===== config.mk =====
export PLATFORM = sky130hd
export DESIGN_NAME = regfile_read_arbiter_flat
export DESIGN_NICKNAME = d
export VERILOG_FILES = /design/src/rtl/regfile_read_arbiter_pkg.sv /design/src/rtl/regfile_read_arbiter_if.sv /design/src/rtl/regfile_read_arbiter_rr_grant.sv /design/src/rtl/regfile_read_arbiter.sv /design/src/flat_wrapper.sv
export SDC_FILE = /design/constraint.sdc
export NUM_CORES = 1
export LEC_CHECK = 0
export BUFFER_PORTS_ARGS = -buffer_cell sky130_fd_sc_hd__buf_2
export CAP_MARGIN = 10
export CORE_MARGIN = 2
export CORE_UTILIZATION = 45
export CTS_CLUSTER_SIZE = 24
export DETAILED_ROUTE_END_ITERATION = 12
export MAX_ROUTING_LAYER = met4
export PLACE_DENSITY_LB_ADDON = 0.05
export SETUP_SLACK_MARGIN = 0.15
export SLEW_MARGIN = 30
export SYNTH_ARGS = -nofsm -noshare
export SYNTH_HDL_FRONTEND = slang
export SYNTH_HIERARCHICAL = 1
export SYNTH_SLANG_ARGS = --single-unit

===== constraint.sdc =====
create_clock -name clk -period 5.15 [get_ports clk]
set_input_delay 1.03 -clock clk [delete_from_list [all_inputs] [get_ports clk]]
set_output_delay 1.03 -clock clk [all_outputs]
set_load 0.02 [all_outputs]

===== src/rtl/regfile_read_arbiter_pkg.sv =====
// Shared widths, the zero-register index and common types for the register-file read arbiter.
// Optional build macro used by this block: RF_ARB_PRIORITY0_EN.
package rf_arb_pkg;

  localparam int NUM_REQ = 4;
  localparam int ADDR_W  = 5;
  localparam int DATA_W  = 64;

  // Register 31 reads as zero and is never a forwarding target.
  localparam logic [ADDR_W-1:0] XZR_IDX = 5'd31;

  typedef logic [ADDR_W-1:0]  reg_idx_t;
  typedef logic [NUM_REQ-1:0] req_vec_t;

endpackage


===== src/rtl/regfile_read_arbiter_if.sv =====
// Requester-side bus of the register-file read arbiter: requests, one-hot ready, responses.
// Handshake: a read transfers in any cycle where req_valid[i] & req_ready[i]; the requester
// keeps req_valid[i]/req_addr[i] stable until then, and data returns on rsp_valid[i] one cycle later.
interface regfile_read_arbiter_if #(
  parameter int NUM_REQ = 4,
  parameter int ADDR_W  = 5,
  parameter int DATA_W  = 64
);

  logic [NUM_REQ-1:0]             req_valid;
  logic [NUM_REQ-1:0][ADDR_W-1:0] req_addr;
  logic [NUM_REQ-1:0]             req_ready;
  logic [NUM_REQ-1:0]             rsp_valid;
  logic [DATA_W-1:0]              rsp_data;

  modport master (
    output req_valid, req_addr,
    input  req_ready, rsp_valid, rsp_data
  );

  modport slave (
    input  req_valid, req_addr,
    output req_ready, rsp_valid, rsp_data
  );

endinterface


===== src/rtl/regfile_read_arbiter_rr_grant.sv =====
// Combinational round-robin picker: first requester at or after rr_ptr_i, wrapping.
// With RF_ARB_PRIORITY0_EN defined, requester 0 wins whenever it is requesting.
module rr_grant #(
  parameter int NUM_REQ = 4,
  parameter int PTR_W   = 2
) (
  input  logic [NUM_REQ-1:0] req_vec_i,
  input  logic [PTR_W-1:0]   rr_ptr_i,
  output logic [NUM_REQ-1:0] grant_o,
  output logic [PTR_W-1:0]   grant_idx_o,
  output logic               grant_any_o
);

  logic [PTR_W-1:0] idx;

  always_comb begin
    grant_o     = '0;
    grant_idx_o = '0;
    grant_any_o = 1'b0;
    idx         = '0;
    // Walk from the farthest slot back to rr_ptr so the nearest requester overwrites last.
    for (int k = NUM_REQ - 1; k >= 0; k--) begin
      idx = PTR_W'((int'(rr_ptr_i) + k) % NUM_REQ);
      if (req_vec_i[idx]) begin
        grant_o      = '0;
        grant_o[idx] = 1'b1;
        grant_idx_o  = idx;
        grant_any_o  = 1'b1;
      end
    end
`ifdef RF_ARB_PRIORITY0_EN
    if (req_vec_i[0]) begin
      grant_o     = '0;
      grant_o[0]  = 1'b1;
      grant_idx_o = '0;
      grant_any_o = 1'b1;
    end
`endif
  end

endmodule


===== src/rtl/regfile_read_arbiter.sv =====
// Shares one register-file read port among NUM_REQ requesters, one read per cycle, data returned
// one cycle later with write-to-read forwarding. Build macro: RF_ARB_PRIORITY0_EN (requester 0 first).
module regfile_read_arbiter #(
  parameter int NUM_REQ = rf_arb_pkg::NUM_REQ,
  parameter int ADDR_W  = rf_arb_pkg::ADDR_W,
  parameter int DATA_W  = rf_arb_pkg::DATA_W,
  localparam int PTR_W  = (NUM_REQ > 1) ? $clog2(NUM_REQ) : 1
) (
  input  logic                    clk,
  input  logic                    reset,
  input  logic                    arb_en,
  output logic [ADDR_W-1:0]       rf_read_reg,
  input  logic [DATA_W-1:0]       rf_read_data,
  input  logic                    wr_en,
  input  logic [ADDR_W-1:0]       wr_reg,
  input  logic [DATA_W-1:0]       wr_data,
  regfile_read_arbiter_if.slave   bus,
  output logic [PTR_W-1:0]        dbg_rr_ptr
);

  import rf_arb_pkg::*;

  localparam logic [PTR_W-1:0] LAST_IDX = PTR_W'(NUM_REQ - 1);
`ifdef RF_ARB_PRIORITY0_EN
  // Requester 0 sits outside the rotation, so the pointer never rests on it.
  localparam logic [PTR_W-1:0] PTR_RST  = PTR_W'(1);
`else
  localparam logic [PTR_W-1:0] PTR_RST  = '0;
`endif

  logic [PTR_W-1:0]   rr_ptr_q, rr_ptr_d;
  logic [NUM_REQ-1:0] rsp_valid_q, rsp_valid_d;
  logic [DATA_W-1:0]  rsp_data_q, rsp_data_d;

  logic [NUM_REQ-1:0] grant;
  logic [PTR_W-1:0]   grant_idx;
  logic               grant_any;
  logic               issue;
  logic               bypass;

  rr_grant #(
    .NUM_REQ (NUM_REQ),
    .PTR_W   (PTR_W)
  ) u_rr_grant (
    .req_vec_i   (bus.req_valid),
    .rr_ptr_i    (rr_ptr_q),
    .grant_o     (grant),
    .grant_idx_o (grant_idx),
    .grant_any_o (grant_any)
  );

  // Ready is suppressed while reset is held, even before the first clock edge.
  assign issue         = grant_any & arb_en & reset;
  assign bus.req_ready = issue ? grant : '0;
  assign rf_read_reg   = issue ? bus.req_addr[grant_idx] : '0;

  // A same-cycle write to the selected register is forwarded; the zero register never is.
  assign bypass = wr_en && (wr_reg == rf_read_reg) && (rf_read_reg != ADDR_W'(XZR_IDX));

  always_comb begin
    rsp_valid_d = '0;
    rsp_data_d  = rsp_data_q;
    rr_ptr_d    = rr_ptr_q;
    if (issue) begin
      rsp_valid_d = grant;
      rsp_data_d  = bypass ? wr_data : rf_read_data;
`ifdef RF_ARB_PRIORITY0_EN
      if (grant_idx != '0) begin
        rr_ptr_d = (grant_idx == LAST_IDX) ? PTR_W'(1) : grant_idx + PTR_W'(1);
      end
`else
      rr_ptr_d = (grant_idx == LAST_IDX) ? '0 : grant_idx + PTR_W'(1);
`endif
    end
  end

  always_ff @(posedge clk or negedge reset) begin
    if (!reset) begin
      rr_ptr_q    <= PTR_RST;
      rsp_valid_q <= '0;
      rsp_data_q  <= '0;
    end else begin
      rr_ptr_q    <= rr_ptr_d;
      rsp_valid_q <= rsp_valid_d;
      rsp_data_q  <= rsp_data_d;
    end
  end

  assign bus.rsp_valid = rsp_valid_q;
  assign bus.rsp_data  = rsp_data_q;
  assign dbg_rr_ptr    = rr_ptr_q;

endmodule


===== src/flat_wrapper.sv =====
// flat-port wrapper written by rule: the top's interface ports become plain ports
module regfile_read_arbiter_flat import rf_arb_pkg::*;
#(
  parameter int NUM_REQ = rf_arb_pkg::NUM_REQ,
  parameter int ADDR_W  = rf_arb_pkg::ADDR_W,
  parameter int DATA_W  = rf_arb_pkg::DATA_W,
  localparam int PTR_W  = (NUM_REQ > 1) ? $clog2(NUM_REQ) : 1
)
  (clk, reset, arb_en, rf_read_reg, rf_read_data, wr_en, wr_reg, wr_data, dbg_rr_ptr, bus_req_valid, bus_req_addr, bus_req_ready, bus_rsp_valid, bus_rsp_data);
  regfile_read_arbiter_if #(.NUM_REQ(NUM_REQ), .ADDR_W(ADDR_W), .DATA_W(DATA_W)) bus_i ();
  input  logic clk;
  input  logic reset;
  input  logic arb_en;
  output logic [ADDR_W-1:0] rf_read_reg;
  input  logic [DATA_W-1:0] rf_read_data;
  input  logic wr_en;
  input  logic [ADDR_W-1:0] wr_reg;
  input  logic [DATA_W-1:0] wr_data;
  output logic [PTR_W-1:0] dbg_rr_ptr;
  input wire logic [$bits(bus_i.req_valid)-1:0] bus_req_valid;
  input wire logic [$bits(bus_i.req_addr)-1:0] bus_req_addr;
  output wire logic [$bits(bus_i.req_ready)-1:0] bus_req_ready;
  output wire logic [$bits(bus_i.rsp_valid)-1:0] bus_rsp_valid;
  output wire logic [$bits(bus_i.rsp_data)-1:0] bus_rsp_data;
  assign bus_i.req_valid = bus_req_valid;
  assign bus_i.req_addr = bus_req_addr;
  assign bus_req_ready = bus_i.req_ready;
  assign bus_rsp_valid = bus_i.rsp_valid;
  assign bus_rsp_data = bus_i.rsp_data;
  regfile_read_arbiter #(.NUM_REQ(NUM_REQ), .ADDR_W(ADDR_W), .DATA_W(DATA_W)) u_core (.clk(clk), .reset(reset), .arb_en(arb_en), .rf_read_reg(rf_read_reg), .rf_read_data(rf_read_data), .wr_en(wr_en), .wr_reg(wr_reg), .wr_data(wr_data), .bus(bus_i), .dbg_rr_ptr(dbg_rr_ptr));
endmodule

# Yosys cells after proc, flatten, opt, wreduce, memory -nomap -nowiden
# Index checks and enable logic that the tools add are counted.
word_totals:
  regBits: 70
  input_bits: 161
  output_inout_bits: 79
classes:
  n_addsub: 4
  magnitude_cmp: 9
  n_eq_ne: 3
  n_mux: 34
  bitwise: 2
  n_reduce_logical: 6
op_table:
  columns: ["op", "count"]
  rows:
  - ["64-bit two-way mux", 1]
  - ["4-bit two-way mux", 5]
  - ["2-bit by 3-bit < comparator with 1-bit output, second input constant", 5]
  - ["1-bit two-way mux", 12]
  - ["5-bit binary-select mux with 2-bit select", 1]
  - ["2-bit two-way mux", 5]
  - ["5-bit two-way mux", 2]
  - ["1-bit binary-select mux with 2-bit select", 4]
  - ["1-bit demux with 2-bit select", 4]
  - ["2-bit by 1-bit >= comparator with 1-bit output, second input constant", 4]
  - ["1-bit logical AND", 6]
  - ["5-bit == test", 1]
  - ["5-bit inequality test, second input constant", 1]
  - ["2-bit by 1-bit adder with 2-bit output, second input constant", 2]
  - ["2-bit adder, second input constant", 2]
  - ["1-bit AND", 2]
  - ["2-bit == test, second input constant", 1]

# Longest topological paths before layout
logic_depth:
  ltp_word: 14
  ltp_mapped: 17

# Modules after synthesis
# Netlist, hierarchy kept.
modules_own_cells:
  columns: ["module", "instances", "cells_per_inst", "area_per_inst_um2", "seq_area_each_um2"]
  rows:
  - ["regfile_read_arbiter", 1, 332, 3653.5, 1751.7]
  - ["rr_grant", 1, 61, 509.2, 0.0]

# Least setup slack after synthesis
# No wires, ideal clock.
synth_path:
  kind: "input -> output"
  from: "in bus_req_valid[1]"
  to: "out rf_read_reg[1]"
  t_arrival_ns: 3.016
  t_required_ns: 4.120
  path_slack_ns: 1.104
  stages: 7
  path_buffers: 2
  path_cell_list: "buf_6 > mux4_2 > o211a_1 > nor3_1 > buf_6 > mux4_2 > and2_2"
synth_via:
  elab_chain_len: 9
  elab_cells_between_ends: 21
synth_lines:
  columns: ["element", "line", "rtl"]
  rows:
  - ["start: declaration", "flat_wrapper.sv:20", "input wire logic [$bits(bus_i.req_valid)-1:0] bus_req_valid;"]
  - ["1-bit binary-select mux with 2-bit select", "regfile_read_arbiter_rr_grant.sv:24", "if (req_vec_i[idx]) begin"]
  - ["1-bit two-way mux (implied by the code)", "regfile_read_arbiter_rr_grant.sv:24", null]
  - ["2-bit two-way mux (3 in series)", "regfile_read_arbiter_rr_grant.sv:24", null]
  - ["2-bit two-way mux (*)", "regfile_read_arbiter_rr_grant.sv:24", null]
  - ["named net u_core.grant_idx[0]", "regfile_read_arbiter.sv:36", "logic [PTR_W-1:0] grant_idx;"]
  - ["5-bit binary-select mux with 2-bit select (*)", "regfile_read_arbiter.sv:55", "assign rf_read_reg = issue ? bus.req_addr[grant_idx] : '0;"]
  - ["5-bit two-way mux (implied by the code) (*)", "regfile_read_arbiter.sv:55", null]
  - ["5-bit two-way mux (*)", "regfile_read_arbiter.sv:55", null]
  - ["end: declaration", "flat_wrapper.sv:14", "output logic [ADDR_W-1:0] rf_read_reg;"]
# Mark *: on every way through the listed nets, which the timed path passes. The rest lies on a longest branch. The select of a mux whose other input is x is not followed.

# Final worst setup path
layout_path:
  from: "reg u_core.rr_ptr_q[1] (netlist: u_core/dbg_rr_ptr[1])"
  to: "out rf_read_reg[1]"
layout_via:
  elab_chain_len: 10
  elab_cells_between_ends: 24
layout_lines:
  columns: ["element", "line", "rtl"]
  rows:
  - ["start: declaration", "regfile_read_arbiter.sv:31", "logic [PTR_W-1:0] rr_ptr_q, rr_ptr_d;"]
  - ["start signal: assignment", "regfile_read_arbiter.sv:83", "rr_ptr_q <= rr_ptr_d;"]
  - ["2-bit adder", "regfile_read_arbiter_rr_grant.sv:23", "idx = PTR_W'((int'(rr_ptr_i) + k) % NUM_REQ);"]
  - ["1-bit binary-select mux with 2-bit select", "regfile_read_arbiter_rr_grant.sv:24", null]
  - ["1-bit two-way mux (implied by the code)", "regfile_read_arbiter_rr_grant.sv:24", null]
  - ["2-bit two-way mux (3 in series)", "regfile_read_arbiter_rr_grant.sv:24", null]
  - ["2-bit two-way mux (*)", "regfile_read_arbiter_rr_grant.sv:24", null]
  - ["named net u_core.grant_idx[0]", "regfile_read_arbiter.sv:36", null]
  - ["5-bit binary-select mux with 2-bit select (*)", "regfile_read_arbiter.sv:55", null]
  - ["5-bit two-way mux (implied by the code) (*)", "regfile_read_arbiter.sv:55", null]
  - ["5-bit two-way mux (*)", "regfile_read_arbiter.sv:55", null]
# Marks and branches as above.

==> qor.txt <==
Synth Flop Type -> dfrtp_1
Hold-fix buffers, CTS -> 0
Critical Path RT -> 4.12 ns
Power Density -> 397 nW/um2
Die ar. -> 10000 um2
Max Clock Skew -> 0.0131 ns
Initial Util -> 45.7%
Iteration-0 DRC Markers -> 69
DRC errors left -> 0
Initial antenna violation count -> 0
Syn nets -> 563
Via Count -> 3675
Post-DRT Antenna Nets -> 0
CTS Buf Count -> 9
Critical-path cell list -> inv_1, ha_1, nor2_1, o21ai_0, o221ai_1, nor3_1, buf_4, mux4_2, and2_2, buf_2
Pins Over Slew Limit -> 0
Final hold violation count -> 0
Die X -> 100 um
Final net count -> 791
IO Pins -> 240
Clock Tree Buf Depth -> 2
Rows -> 35
Met3 WL post-DR -> 785 um
Core Area -> 9110 um2
Initial DRT Pass Iterations -> 4
Largest cells by area after synthesis -> dfrtp_1 42%, mux2i_1 16%, o21ai_1 7.8%
Via/cell ratio -> 4.99
Max Used Layer -> met4
CTS tree -> yes
Cell Area, Synth -> 4160 um2
# Max-Cap Violations -> 0
Worst hold path type -> flop to flop
Reg clk slew, reported paths -> 0.07 ns
Post-synth EDFFs -> 0
Synth area leader -> dfrtp_1
Dpl hpwl -> 8240 um
Sum of negative setup slack -> 0 ns
Antenna diodes -> 0
Post-synthesis register bit count -> 70
Largest net degree at the start of global routing -> 110
Count of final setup violators -> 0
Grt total ovfl -> 0
Commonest cells post-synth -> 72 x nand2_1, 70 x dfrtp_1, 68 x mux2i_1
VDD IR max -> 224 uV
WL final -> 10800 um
H-tree levels -> 3
Setup Buffers After CTS -> 0
Sequential area share after synthesis -> 42.1%
Crit start category -> flop
Total Routing Usage GR -> 21.9%
Met2 WL -> 5350 um
Min Tclk post-route -> 4.54 ns
WHS -> 0.479 ns
Share of the synthesized area in the top cell type -> 42.1%
Syn Area/Cell -> 10.6 um2
PortBufs -> 239
CTS root buffer -> clkbuf_8
Power Total -> 2180 uW
CP Class -> flop to output port
Status -> complete, no violations
Synth warn -> 6
Ys async rst share -> 100%
RSZ-0062 raised after global routing -> false
Critical path arrival -> 3.51 ns
Fillers -> 832
CTS sink cnt -> 70
Area growth syn-to-layout -> 32.0%
Slew headroom -> 49.8%
Setup crit end kind -> output port
FF-to-FF setup slack -> 0.80 ns
Lkg Pwr -> 0.00272 uW
Post_cts resized -> 0
Crit Path Max Fanout -> 12
Top-count cell post-synth -> nand2_1
Die height -> 100 um
Layout cells sized above 1 -> 45.1%
Fmax -> 220 MHz
Worst Tran Pin Value -> 0.753 ns
Vias in the first global route -> 3494
Final period utilization -> 88.2%
First-pass GRT wire length -> 16700 um
CP peak stage delay -> 0.64 ns
WL/cell -> 14.7 um
RePlAce Congestion -> 0.908
Netlist cell types -> 44
CP max-delay cell -> dfrtp_1
WL met1 -> 4460 um
Mapped Cells -> 393
Clk_lat worst skew -> 0.34 ns
## registers in the layout, indices dropped and copies added, names as in the netlist
signal	cells
u_core/bus.rsp_data	64
u_core/bus.rsp_valid	4
u_core/dbg_rr_ptr	2
## power breakdown
| group | switching, uW | internal, uW | total (uW) |
|---|---|---|---|
| clock network | 205 | 334 | 539 |
| registers | 55.2 | 640 | 695 |
| logic | 551 | 397 | 948 |
## layout by cell type, fill, tap and decap left out, types with 5 or more instances in the layout
master    netlist  layout
mux4_2          6       6
dfrtp_1        70      70
buf_2           2     238
nor2_1         11      11
o21ai_1        65      65
mux2i_1        68      68
clkbuf_8        0      10
and2_1          5       5
nand2_1        72      72
ha_1            9       9
## per-layer routing
layer | vias up | GRT usage [%]
met5 | - | -
met4 | 0 | 6.95
met3 | 17 | 4.67
met2 | 149 | 36.9
met1 | 1663 | 26.4
li1 | 1846 | -
## final cells by class
| type | count | area [um2] | share of cell area, % |
|---|---|---|---|
| Clock buffer | 10 | 138 | 2.51 |
| Clock inverter | 5 | 106 | 1.94 |
| Inverter | 4 | 15.0 | 0.273 |
| Multi-Input combinational cell | 291 | 2080 | 37.9 |
| Sequential cell | 70 | 1750 | 31.9 |
| Tap cell | 111 | 139 | 2.53 |
| Timing Repair Buffer | 245 | 1260 | 23.0 |
## final timing paths
check	startpoint	to	cells past startpoint
min	u_core/bus.rsp_data[1]	u_core/bus.rsp_data[1]	2
min in group asynchronous	reset	u_core/bus.rsp_data[4]	2
max reg2reg	u_core/dbg_rr_ptr[1]	u_core/bus.rsp_data[63]	13
max	u_core/dbg_rr_ptr[1]	rf_read_reg[1]	10
min reg2reg	u_core/bus.rsp_data[1]	u_core/bus.rsp_data[1]	2
max in group asynchronous	reset	u_core/dbg_rr_ptr[1]	2
## metrics by stage
step / std cells / setup WS (ns) / utilization [%] / area (um2)
floorplan: 393 / 1.10 / - / 4160
global placement: 721 / 0.804 / 57.5 / 5240
detailed placement: 721 / 0.747 / 57.5 / 5240
CTS: 736 / 0.592 / 60.2 / 5490
global route: 736 / 0.307 / 60.3 / 5490
finish: 736 / 0.608 / 60.3 / 5490
## cell families after synthesis
| family | synth area share, % |
|---|---|
| multiplexers | 21.4 |
| buffers and inverters | 8.54 |
| adder cells (fa/ha/maj) | 2.71 |
| AO/OA/AOI/OAI | 11.6 |
| XOR/XNOR | 0.781 |
| flip-flops | 42.1 |
| AND/OR/NAND/NOR | 12.9 |
## critical path, delay by kind of cell, from the launching register on
family / cells / cell delay, ns
fa+ha+maj: 1 / 0.53
mux: 1 / 0.59
compound gates: 2 / 0.31
flops: 1 / 0.64
simple gates: 3 / 0.50
buf+inv: 3 / 0.60
No activity file was read; power rests on OpenSTA's default activity.
